File: config.mk
export PLATFORM = sky130hd
export DESIGN_NAME = bcd_conv_sched
export DESIGN_NICKNAME = d
export VERILOG_FILES = /design/src/rtl/bcd_sched_pkg.sv /design/src/rtl/rr_arbiter_n.sv /design/src/rtl/bcd_conv_sched.sv
export SDC_FILE = /design/constraint.sdc
export NUM_CORES = 1
export LEC_CHECK = 0
export BUFFER_PORTS_ARGS = -buffer_cell sky130_fd_sc_hd__buf_4
export CAP_MARGIN = 40
export CORE_MARGIN = 4
export CORE_UTILIZATION = 48
export CTS_CLUSTER_SIZE = 40
export DETAILED_ROUTE_END_ITERATION = 16
export PLACE_DENSITY = 0.77
export SLEW_MARGIN = 20
export SYNTH_ARGS = -nofsm -noshare
export SYNTH_HDL_FRONTEND = slang
export SYNTH_SLANG_ARGS = --single-unit
File: constraint.sdc
create_clock -name sys_clk -period 4 [get_ports sys_clk]
set_input_delay 0.2 -clock sys_clk [delete_from_list [all_inputs] [get_ports sys_clk]]
set_output_delay 0.2 -clock sys_clk [all_outputs]
set_load 0.01 [all_outputs]
File: src/rtl/bcd_sched_pkg.sv
// bcd_conv_sched shared definitions:
// FSM state encoding, display limit and taxi-meter channel indices.
package bcd_sched_pkg;

  typedef enum logic [1:0] {
    ST_IDLE    = 2'd0,
    ST_START   = 2'd1,
    ST_WAIT    = 2'd2,
    ST_PUBLISH = 2'd3
  } state_t;

  localparam logic [19:0] MAX_VAL_6DIG = 20'd999999;

  localparam int CH_FARE = 0;
  localparam int CH_MILE = 1;
  localparam int CH_WAIT = 2;

endpackage

File: src/rtl/rr_arbiter_n.sv
// Rotate-priority arbiter: first set request at or above ptr, wrapping.
// Ports: req (requests), ptr (start index), gnt (one-hot), idx, any.
module rr_arbiter_n #(
  parameter int N_CH = 3
) (
  input  logic [N_CH-1:0] req,
  input  logic [1:0]      ptr,
  output logic [N_CH-1:0] gnt,
  output logic [1:0]      idx,
  output logic            any
);

  always_comb begin
    int j;
    j   = 0;
    gnt = '0;
    idx = '0;
    any = 1'b0;
    for (int k = 0; k < N_CH; k++) begin
      j = (int'(ptr) + k) % N_CH;
      if (!any && req[j]) begin
        any    = 1'b1;
        gnt[j] = 1'b1;
        idx    = 2'(j);
      end
    end
  end

endmodule

File: src/rtl/bcd_conv_sched.sv
// Round-robin scheduler sharing one start/done binary-to-BCD converter.
// Ports: sys_clk/sys_rst; req_valid/req_data/req_ready (requesters);
//   conv_start/conv_data/conv_done/conv_bcd (converter);
//   res_valid/res_ch/res_bcd/res_ovf (display file); busy, timeout_err.
module bcd_conv_sched
  import bcd_sched_pkg::*;
#(
  parameter int N_CH    = 3,
  parameter int DW      = 20,
  parameter int BCD_W   = 24,
  parameter int MAX_VAL = 999999,
  parameter int TIMEOUT = 63
) (
  input  logic              sys_clk,
  input  logic              sys_rst,
  input  logic [N_CH-1:0]   req_valid,
  input  logic [N_CH*DW-1:0] req_data,
  output logic [N_CH-1:0]   req_ready,
  output logic              conv_start,
  output logic [DW-1:0]     conv_data,
  input  logic              conv_done,
  input  logic [BCD_W-1:0]  conv_bcd,
  output logic              res_valid,
  output logic [1:0]        res_ch,
  output logic [BCD_W-1:0]  res_bcd,
  output logic              res_ovf,
  output logic              busy,
  output logic              timeout_err
);

  localparam int WDW = $clog2(TIMEOUT + 1);
  localparam logic [WDW-1:0] WD_MAX = WDW'(TIMEOUT);
  localparam logic [DW-1:0] LIMIT = DW'(MAX_VAL);

  state_t state;
  state_t nxt;

  logic [1:0]      rr_ptr;
  logic [WDW-1:0]  wd;
  logic [1:0]      ch_r;
  logic            ovf_r;

  logic [N_CH-1:0] gnt;
  logic [1:0]      g_idx;
  logic            g_any;
  logic [DW-1:0]   g_data;
  logic            g_sat;

  rr_arbiter_n #(
    .N_CH (N_CH)
  ) u_arb (
    .req (req_valid),
    .ptr (rr_ptr),
    .gnt (gnt),
    .idx (g_idx),
    .any (g_any)
  );

  assign g_data = req_data[g_idx*DW +: DW];
  assign g_sat  = g_data > LIMIT;
  assign busy   = state != ST_IDLE;

  always_comb begin
    nxt         = state;
    req_ready   = '0;
    conv_start  = 1'b0;
    res_valid   = 1'b0;
    timeout_err = 1'b0;
    unique case (state)
      ST_IDLE: begin
        // no accept while reset is held
        if (g_any && !sys_rst) begin
          req_ready = gnt;
          nxt       = ST_START;
        end
      end
      ST_START: begin
        conv_start = 1'b1;
        nxt        = ST_WAIT;
      end
      ST_WAIT: begin
        // done has priority over expiry
        if (conv_done) begin
          nxt = ST_PUBLISH;
        end else if (wd == WD_MAX) begin
          timeout_err = 1'b1;
          nxt         = ST_IDLE;
        end
      end
      ST_PUBLISH: begin
        res_valid = 1'b1;
        nxt       = ST_IDLE;
      end
    endcase
  end

  always_ff @(posedge sys_clk) begin
    if (sys_rst) begin
      state     <= ST_IDLE;
      rr_ptr    <= '0;
      wd        <= '0;
      ch_r      <= '0;
      ovf_r     <= 1'b0;
      conv_data <= '0;
      res_ch    <= '0;
      res_bcd   <= '0;
      res_ovf   <= 1'b0;
    end else begin
      state <= nxt;
      unique case (state)
        ST_IDLE: begin
          if (g_any) begin
            conv_data <= g_sat ? LIMIT : g_data;
            ovf_r     <= g_sat;
            ch_r      <= g_idx;
            if (g_idx == 2'(N_CH - 1)) begin
              rr_ptr <= '0;
            end else begin
              rr_ptr <= g_idx + 2'd1;
            end
          end
        end
        ST_START: begin
          wd <= '0;
        end
        ST_WAIT: begin
          if (conv_done) begin
            res_bcd <= conv_bcd;
            res_ch  <= ch_r;
            res_ovf <= ovf_r;
          end else begin
            wd <= wd + 1'b1;
          end
        end
        ST_PUBLISH: begin
        end
      endcase
    end
  end

endmodule

# --- Word-level counts from Yosys, hierarchy flattened ---
# Cells that the tools add are included.
word_totals:
  in_bits: 90
  out_inout_bits: 54
  wordCells: 90
  ff_bits: 60
classes:
  n_addsub: 4
  bitwise: 2
  shift: 1
  reduce_logical: 16
  magnitude_cmp: 7
  eq_ne: 8
  div: 3
  n_mul: 1
  mux: 39
op_table:
  columns: ["operator", "count"]
  rows:
  - ["$ge 32x1->1 const B", 3]
  - ["$lt 32x4->1 const B", 3]
  - ["$mod 32x3->32 const B", 2]
  - ["$shiftx 60x8->20", 1]
  - ["$mod 3x3->32 const B", 1]
  - ["$gt 20x20->1 const B", 1]
  - ["$mux 20", 1]
  - ["$mux 1", 17]
  - ["$mux 3", 5]
  - ["$mux 2", 7]
  - ["$pmux 6 s2", 1]
  - ["$pmux 2 s4", 1]
  - ["$reduce_and 2->1", 4]
  - ["$add 6x1->6 const B", 1]
  - ["$bmux 1 s2", 3]
  - ["$demux 1 s2", 3]
  - ["$eq 2x2->1 const B", 3]
  - ["$eq 6x6->1 const B", 1]
  - ["$logic_and 1x1->1", 6]
  - ["$mux 6", 1]
  - ["$or 3x3->3", 2]
  - ["$mul 2x3->5 const B", 1]
  - ["$ne 2x2->1 const B", 2]
  - ["$reduce_bool 2->1", 2]
  - ["other kinds (7)", 9]

# --- Depth between registers and ports, before layout ---
# Gate-level depths: netlist of the first run.
logic_depth:
  depth_word: 15
  ltp_mapped: 14
  depth_no_buf: 10

# --- Hierarchy ---
# A second synthesis of the first run with hierarchy kept.
unflattened:
  cells_unflattened: 399
  hier_area_um2: 3135.5
modules_own_cells:
  columns: ["module", "seq_area_each_um2", "n_inst", "area_each_um2", "cells_each"]
  rows:
  - ["bcd_conv_sched", 1201.2, 1, 2753.9, 347]
  - ["rr_arbiter_n", 0.0, 1, 381.6, 52]

# --- Worst setup path before layout of the first run ---
# OpenSTA, ideal clock, no wires.
synth_timing:
  path_kind: "reg2reg"
  start: "register rr_ptr[1]"
  end: "register conv_data[7]"
  slack_ps: 863
  synth_period_minus_slack_ps: 3137
  path_buffers: 2
  t_required_ps: 3878
  t_arrival_ps: 3015
  setup_time_ps: 122
  stages_incl_launch_ff: 13
  cell_sequence: "dfxtp_1 inv_1 ha_1 mux2_2 and2_1 o21a_2 o22ai_4 buf_4 mux2i_1 o21ai_0 or4_1 buf_2 a221o_1"
synth_via:
  elab_chain_len: 15
  word_cells_on_any_way: 29
  classes_between: "2 x add/sub; 1 x mul; 3 x div; 1 x order compare; 1 x shift; 16 x mux; 5 x reduce/logical"
synth_lines:
  columns: ["element", "line_no", "rtl"]
  rows:
  - ["start, declared", "bcd_conv_sched.sv:38", "logic [1:0] rr_ptr;"]
  - ["start signal, assigned", "bcd_conv_sched.sv:119", "rr_ptr <= g_idx + 2'd1;"]
  - ["branches (longest 15 deep; another with $mod 32x3->32)", null, null]
  - ["end signal, assigned", "bcd_conv_sched.sv:113", "conv_data <= g_sat ? LIMIT : g_data;"]
  - ["end, declared", "bcd_conv_sched.sv:20", "output logic [DW-1:0] conv_data,"]
# Several ways; the timed one is not identified. The select of a mux whose other input is x is not followed.
# A chain may end at the register's enable or synchronous reset.

# --- Worst setup path after layout of the first run ---
# Same ends and word-level chain as after synthesis.

==> results of run 1 <==
flip-flops by register name (all words and copies together), names as in the netlist:
signal,flops
conv_data,20
rr_ptr,2
res_bcd,24
state,2
ch_r,2
res_ch,2
ovf_r,1
wd,6
res_ovf,1
layer usage:
| metal | vias to the layer above | wire [um] | track usage, % |
|---|---|---|---|
| li1 | 1739 | - | - |
| met3 | 10 | 836 | 9.850 |
| met2 | 138 | 5004 | 40.82 |
| met1 | 1590 | 3877 | 26.67 |
| met5 | - | 0 | 0 |
| met4 | 0 | 102 | 6.505 |
power breakdown:
group | switching, mW | internal [mW]
clock network | 0.231 | 0.253
registers | 0.0962 | 0.718
logic | 0.915 | 0.752
area by class of cell:
type	count	area share (%)
tap	77	2.120
inverter	7	0.5782
multi-input combinational	315	41.38
clock inverter	4	0.5507
sequential	60	26.43
clock buffer	11	3.331
timing repair buffer	153	25.61
through the flow:
stage          hold slack, ns  util (%)  instance area (um^2)  cells  total power, mW
2_1_floorplan          0.3360         -                  3237    412            1.953
3_3_place_gp           0.4363     67.05                  4330    609            2.425
3_5_place_dp           0.4434     67.51                  4360    611            2.466
4_1_cts               0.09426     70.24                  4537    626            2.961
5_1_grt                0.1031     70.36                  4544    627            3.180
6_report               0.1149     70.36                  4544    627            2.965
layout by cell type (no fill, tap or decap), drive strengths merged, types with 3 or more instances in the layout:
cell type and count:
mux2 8, ha 5, o2bb2ai 6, mux2i 17
nor3 6, clkbuf 11, a32o 5, inv 7
or2 4, a22oi 9, and3 4, nor4 4
o22ai 3, nand2 83, o21ai 20, nor3b 3
o211ai 3, dfxtp 60, nor2 33, and2 4
nand3b 3, a21o 3, a31oi 7, a21oi 38
buf 153, o21a 3, nand3 7, nand2b 8
logic make-up (layout without fill, tap and decap cells):
logic type	count (synthesis)	in the layout
AOI/OAI and AO/OA	116	116
xor gates and xnor gates	1	1
adders and majority gates	5	5
buffers and inverters	37	175
DFF	60	60
muxes	25	25
and+or+nand+nor	168	168
worst max path at each step:
stage / endpoint / slack (ns) / depth (start not counted)
floorplan: conv_data[7] / 0.86 / 12
global placement: conv_data[8] / 0.46 / 11
detailed placement: conv_data[8] / 0.39 / 11
CTS: conv_data[8] / 0.37 / 11
global route: conv_data[7] / 0.20 / 11
finish: conv_data[7] / 0.37 / 11
worst max-delay path, delay by kind of cell, from the launching register on:
family | cells | cell delay [ns]
AND/OR/NAND/NOR | 3 | 1.12
AO/OA/AOI/OAI | 4 | 1.08
multiplexers | 1 | 0.42
flip-flops | 1 | 0.34
adder cells (fa/ha/maj) | 1 | 0.31
buffers and inverters | 2 | 0.27
==> impl_results.md, run 1 <==
- Sequential fraction of the synthesis area: between 30% and 40%
- Hold Crit Start: conv_bcd[10]
- Setup Fix Bufs, Post-CTS: 0
- Initial Util: around half
- Power Density: between 600 and 700 nW/um^2
- Req. time, crit path: roughly 4.2 ns
- CP Cell Sequence: inv_1 > ha_1 > mux2_2 > and2_1 > o21a_2 > o22ai_4 > and2_1 > buf_4 > a221oi_1 > or4_1 > a221o_1
- Top-count cell post-synth: nand2_1
- CTS tree: built
- Final hold viol count: 0
- Final min period: 3.633 ns
- Skew final: around 0.0064 ns
- RSZ-0062 raised after global routing: false
- Crit path DAT: approximately 3.9 ns
- Tot GR Track Use: a little under a quarter
- Max-slew violations: 0
- TNS Setup: 0 ns
- Row cnt: 29
- FILL cells: between 500 and 600
- Die Wd: 90.12 um
- Crit-path most repeated cell: and2_1
- Post-route DRC: 0
- FMAX: approximately 0.28 GHz
- FFs w/ async S/R, synth: 0%
- Wirelength per Cell: about 16 um
- Peak VDD IR: around 0.35 mV
- Synth Area in Simple Gates: 23.70%
- Die Footprint: 8122 um^2
- Crit-path max FO: 17
- Number of synthesized flops with an enable pin: 0
- Leading area contributor after synthesis: dfxtp_1
- Max_slew headroom: between 60% and 70%
- Clock transition at path regs: ~0.070 ns
- Dominant cells by area after synthesis: dfxtp_1 (37%), nand2_1 (9.6%), a21oi_1 (5.9%)
- Initial DRC Count: about 150
- Leak pwr: 2.011 nW
- Overflow left after global routing: 0
- Ys Warns: 0
- Vias post-DR: around 3500
- Setup-failing EPs final: 0
- R2r worst-path depth: 11
- Maximum clock insertion buffer count: 2
- Final Cycle Share: 90.83%
- Critical-path top delay cell: or4_1
- Post-synth net total: ~510
- CTS Root Buffer Type: clkbuf_8
- Worst-margin pin slew: slightly below 0.6 ns
- RD Place Congestion: ~0.90
- Post-synthesis mux area share: slightly above 8%
- Worst setup SP type: flop
- Synth cell count leaders: nand2_1 (83), dfxtp_1 (60), a21oi_1 (38)
- Post-synthesis xor/xnor area fraction: 0.2706%
- FF/Latch Area: around 1200 um^2
- Hold Crit Depth: 3
- Max stage delay on crit path: approximately 0.7 ns
- Synth Area in Compound Gates: around 24%
- Max-Cap Viols: 0
- Hold Path Sink: res_bcd[10]
- Skew-Pair Late Insertion Delay: 0.33 ns
- Share of post-route cells with drive strength above 1: between 30 and 40%
- DR pass1 iterations: 5
- Crit. End Element: flop
- R2R Path End: conv_data[7]
- Vias in the first global route: between 3000 and 4000
- Routed WL: just under 10 mm
- Top-area cell type share of the netlist area: approximately 37%
- CTS H-tree depth: 3
- Cell Area, Synth: approximately 3200 um^2
- #FFs+latches synth: 60
- Hold WC Path Type: in2reg
- Number of port buffers: between 100 and 150
- Cts-stage hold buffer count: 0
- Worst R2R Setup Slack: 0.37 ns
- Resized cells post-CTS: 0
- Vias per cell: about 5.5
- Cells after Synth: about 410
- Yosys cell types: 59
- Status: complete, no violations
- Crit path from: rr_ptr[1]
- Total Nets Final: ~640
- Dpl hpwl: around 7.4 mm
- First-pass GRT wire length: 15.82 mm
- Setup WS pre-CTS: between 0.3 and 0.4 ns
- Chip height: 90.12 um
- # diodes: 0
- CTS Buf Count: 9
- Area of the multi-input gates: between 1500 and 2000 um^2
- Post-route ant nets: 0
- Initial antenna violation count: 0
- Core area: between 6000 and 7000 um^2
- Mean area per synthesized cell: around 7.9 um^2
- Main synth FF type: dfxtp_1
- CTS Sinks: 60
- Crit path kind: reg2reg
- Area Overhead vs Synth: 40.39%
- Largest net degree at the start of global routing: 49
- IO Count: roughly 140
- Fraction of the mapped netlist area in adder cells: 1.933%
- Final setup margin: 0.3667 ns
- FF-to-FF Start: rr_ptr[1]
- Main combinational cell family by area after synthesis: compound AO/OA/AOI/OAI gates
Power figures use the tool's default switching activity.
==> run 2: changes to the inputs <==
- SETUP_SLACK_MARGIN: unset -> 0.4
==> run 2 against run 1 <==
  * Count of clock-buffer cells in the layout is the same
  * Non-clock buffer count did not move
  * First-iteration DRC count decreased by 8.1%
  * Register-to-register slack improved by 0.21 ns
  * Largest power group unchanged
  * Sequential cell count unchanged
  * Sequential power hardly changed
  * Largest cell class unchanged
  * Critical path type unchanged
  * Combinational power about the same
  * Highest routed layer unchanged
==> impl_results.md, run 2 (same netlist as run 1, synthesis figures left out) <==
- Status: complete, no violations
- Critical-path top delay cell: or4_4
- RSZ-0062 raised after global routing: false
- Area Overhead vs Synth: 40.70%
- R2R Path End: conv_data[8]
- FF-to-FF Start: rr_ptr[1]
- Worst R2R Setup Slack: 0.58 ns (+0.21 ns)
- Post-Place Cells: 611 (unchanged)
- Hold Crit Start: conv_bcd[10]
- Crit path from: rr_ptr[1]
- Worst Setup EP: conv_data[8]
- Crit-path most repeated cell: and2_1
- Biggest regs: res_bcd (24), conv_data (20), wd (6)
- RD Place Congestion: 0.9039 (unchanged)
- IO Count: 144 (unchanged)
- Crit-path max FO: 17 (unchanged)
- Cell family with most CP delay: compound AO/OA/AOI/OAI gates
- Initial DRC Count: 136 (-8.1%)
- Worst setup SP type: flop
- Post-route ant nets: 0 (unchanged)
- Crit path DAT: 3.64 ns (-0.21 ns)
- Wirelength per Cell: 15.66 um (about the same)
- Leak pwr: 2.013 nW (+0.11%)
- Tot GR Track Use: 23.64% (+0.035 points)
- Crit. End Element: flop
- Share of post-route cells with drive strength above 1: 33.82% (+0.36 points)
- Vias post-DR: 3479 (+0.058%)
- Core area: 6459 um^2 (unchanged)
- Max stage delay on crit path: 0.56 ns (-0.16 ns)
- Switching portion of total power: 42.05% (+0.15 points)
- Vias in the first global route: 3333 (-0.030%)
- Worst hold slack: 0.1145 ns (-0.0004110 ns)
- Clock power frac: 16.3% (about the same)
- Chip height: 90.12 um (unchanged)
- Crit path depth: 11 (unchanged)
- Sequential Power Share: 27.4% (about the same)
- Die Footprint: 8122 um^2 (unchanged)
- Initial antenna violation count: 0 (unchanged)
- Overflow left after global routing: 0 (unchanged)
- CTS Sinks: 60 (unchanged)
- Max-slew violations: 0 (unchanged)
- CP Cell Sequence: inv_1 > ha_1 > mux2_2 > and2_1 > o21a_2 > o22ai_4 > and2_1 > buf_4 > a221oi_1 > or4_4 > a221o_1
- Maximum clock insertion buffer count: 2 (unchanged)
- Req. time, crit path: 4.22 ns (about the same)
- CTS H-tree depth: 3 (unchanged)
- TNS Setup: 0 ns (unchanged)
- Crit path kind: reg2reg
- P_int: 1.727 mW (+0.25%)
- Hold WC Path Type: in2reg
- Skew-Pair Late Insertion Delay: 0.33 ns (about the same)
- Dpl hpwl: 7.403 mm (unchanged)
- FILL cells: 538 (-0.37%)
- Vias per cell: 5.549 (about the same)
- Pwr Total: 2.981 mW (+0.51%)
- Routed WL: 9.819 mm (about the same)
- Post-route DRC: 0 (unchanged)
- Largest Register: res_bcd
- Final Util: 70.52% (+0.16 points)
- Commonest non-fill, non-tap cells in the layout: buf_4 (151), nand2_1 (83), dfxtp_1 (60), a21oi_1 (38), nor2_1 (33)
- Skew final: 0.005508 ns (-0.0009162 ns)
- Clock transition at path regs: 0.07 ns (about the same)
- Initial Util: 50.12% (unchanged)
- Final Cycle Share: 85.47% (-5.4 points)
- Total Nets Final: 641 (unchanged)
- First-pass GRT wire length: 15.84 mm (about the same)
- CTS tree: built
- Die Wd: 90.12 um (unchanged)
- Cts-stage hold buffer count: 0 (unchanged)
- Buf+Inv Stages, Crit Path: 2 (unchanged)
- Final std cells w/o fill: 627 (unchanged)
- DR pass1 iterations: 4 (-1)
- Largest net degree at the start of global routing: 49 (unchanged)
- Setup-failing EPs final: 0 (unchanged)
- CTS Root Buffer Type: clkbuf_8
- Final min period: 3.419 ns (-0.2144 ns)
- FMAX: 0.2925 GHz (+6.3%)
- Commonest non-fill, non-tap cell in the layout: buf_4
- Row cnt: 29 (unchanged)
- P_sw: 1.253 mW (+0.87%)
- Max-Cap Viols: 0 (unchanged)
- Number of port buffers: 143 (unchanged)
- # diodes: 0 (unchanged)
- Max_slew headroom: 59.44% (-1.4 points)
- Largest register FFs: 24 (unchanged)
- Power Density: 654.4 nW/um^2 (+0.29%)
- Peak VDD IR: 0.3411 mV (-3.1%)
- Logic pwr share: 56.4% (+0.2 points)
- Worst-margin pin slew: 0.6084 ns (+0.02611 ns)
- R2r worst-path depth: 11 (unchanged)
- Final hold viol count: 0 (unchanged)
- CTS Buf Count: 9 (unchanged)
[run 2: cell counts in the layout (fill, tap and decap cells not counted)]
No cell type changed its count.
[run 2: worst min path at each step]
stage	depth (start not counted)	to	slack, ns
global route	3	res_bcd[11]	0.10
global placement	2	res_ch[0]	0.44
detailed placement	2	res_ch[0]	0.44
floorplan	2	res_bcd[0]	0.34
finish	3	res_bcd[10]	0.11
CTS	3	res_bcd[11]	0.09
[run 2: power by group through the flow]
stage	registers [mW]	clock network, mW	logic [mW]
2_1_floorplan	0.824	0	1.13
3_3_place_gp	0.822	0	1.60
3_5_place_dp	0.823	0	1.64
4_1_cts	0.813	0.497	1.66
5_1_grt	0.828	0.520	1.85
6_report	0.815	0.485	1.68
[run 2: routing by layer]
layer	vias to the layer above	global-route usage, %	part of all wire (%)
met5	-	0	0
met4	0	6.505	1.4
met3	17	9.850	8.3
met2	139	40.76	50
met1	1585	26.83	40
li1	1738	-	-
[run 2: what timing repair did]
action | in CTS | in global routing
buffers inserted | 0 | 0
gates resized for setup | 1 | 1
gates cloned | 0 | 0
endpoints found under the setup margin | 2 | 9
[run 2: cell type report]
type	count	area, um^2	area share (%)
Clock buffer	11	151.4	3.324
Clock inverter	4	25.02	0.5495
Inverter	7	26.28	0.5769
Multi-Input combinational cell	315	1891	41.51
Sequential cell	60	1201	26.37
Tap cell	77	96.34	2.115
Timing Repair Buffer	153	1164	25.55
[run 2: through the flow]
step / area (um^2) / worst slack [ns]
global placement: 4330 / 0.4592
floorplan: 3237 / 0.8633
global route: 4554 / 0.4155
CTS: 4541 / 0.4735
detailed placement: 4360 / 0.3900
finish: 4554 / 0.5811
[run 2: tightest hold or removal path: cells and delay by family]
family	cells	cell delay, ns
buffers and inverters	1	0.11
AOI/OAI and AO/OA	1	0.05
and+or+nand+nor	1	0.04
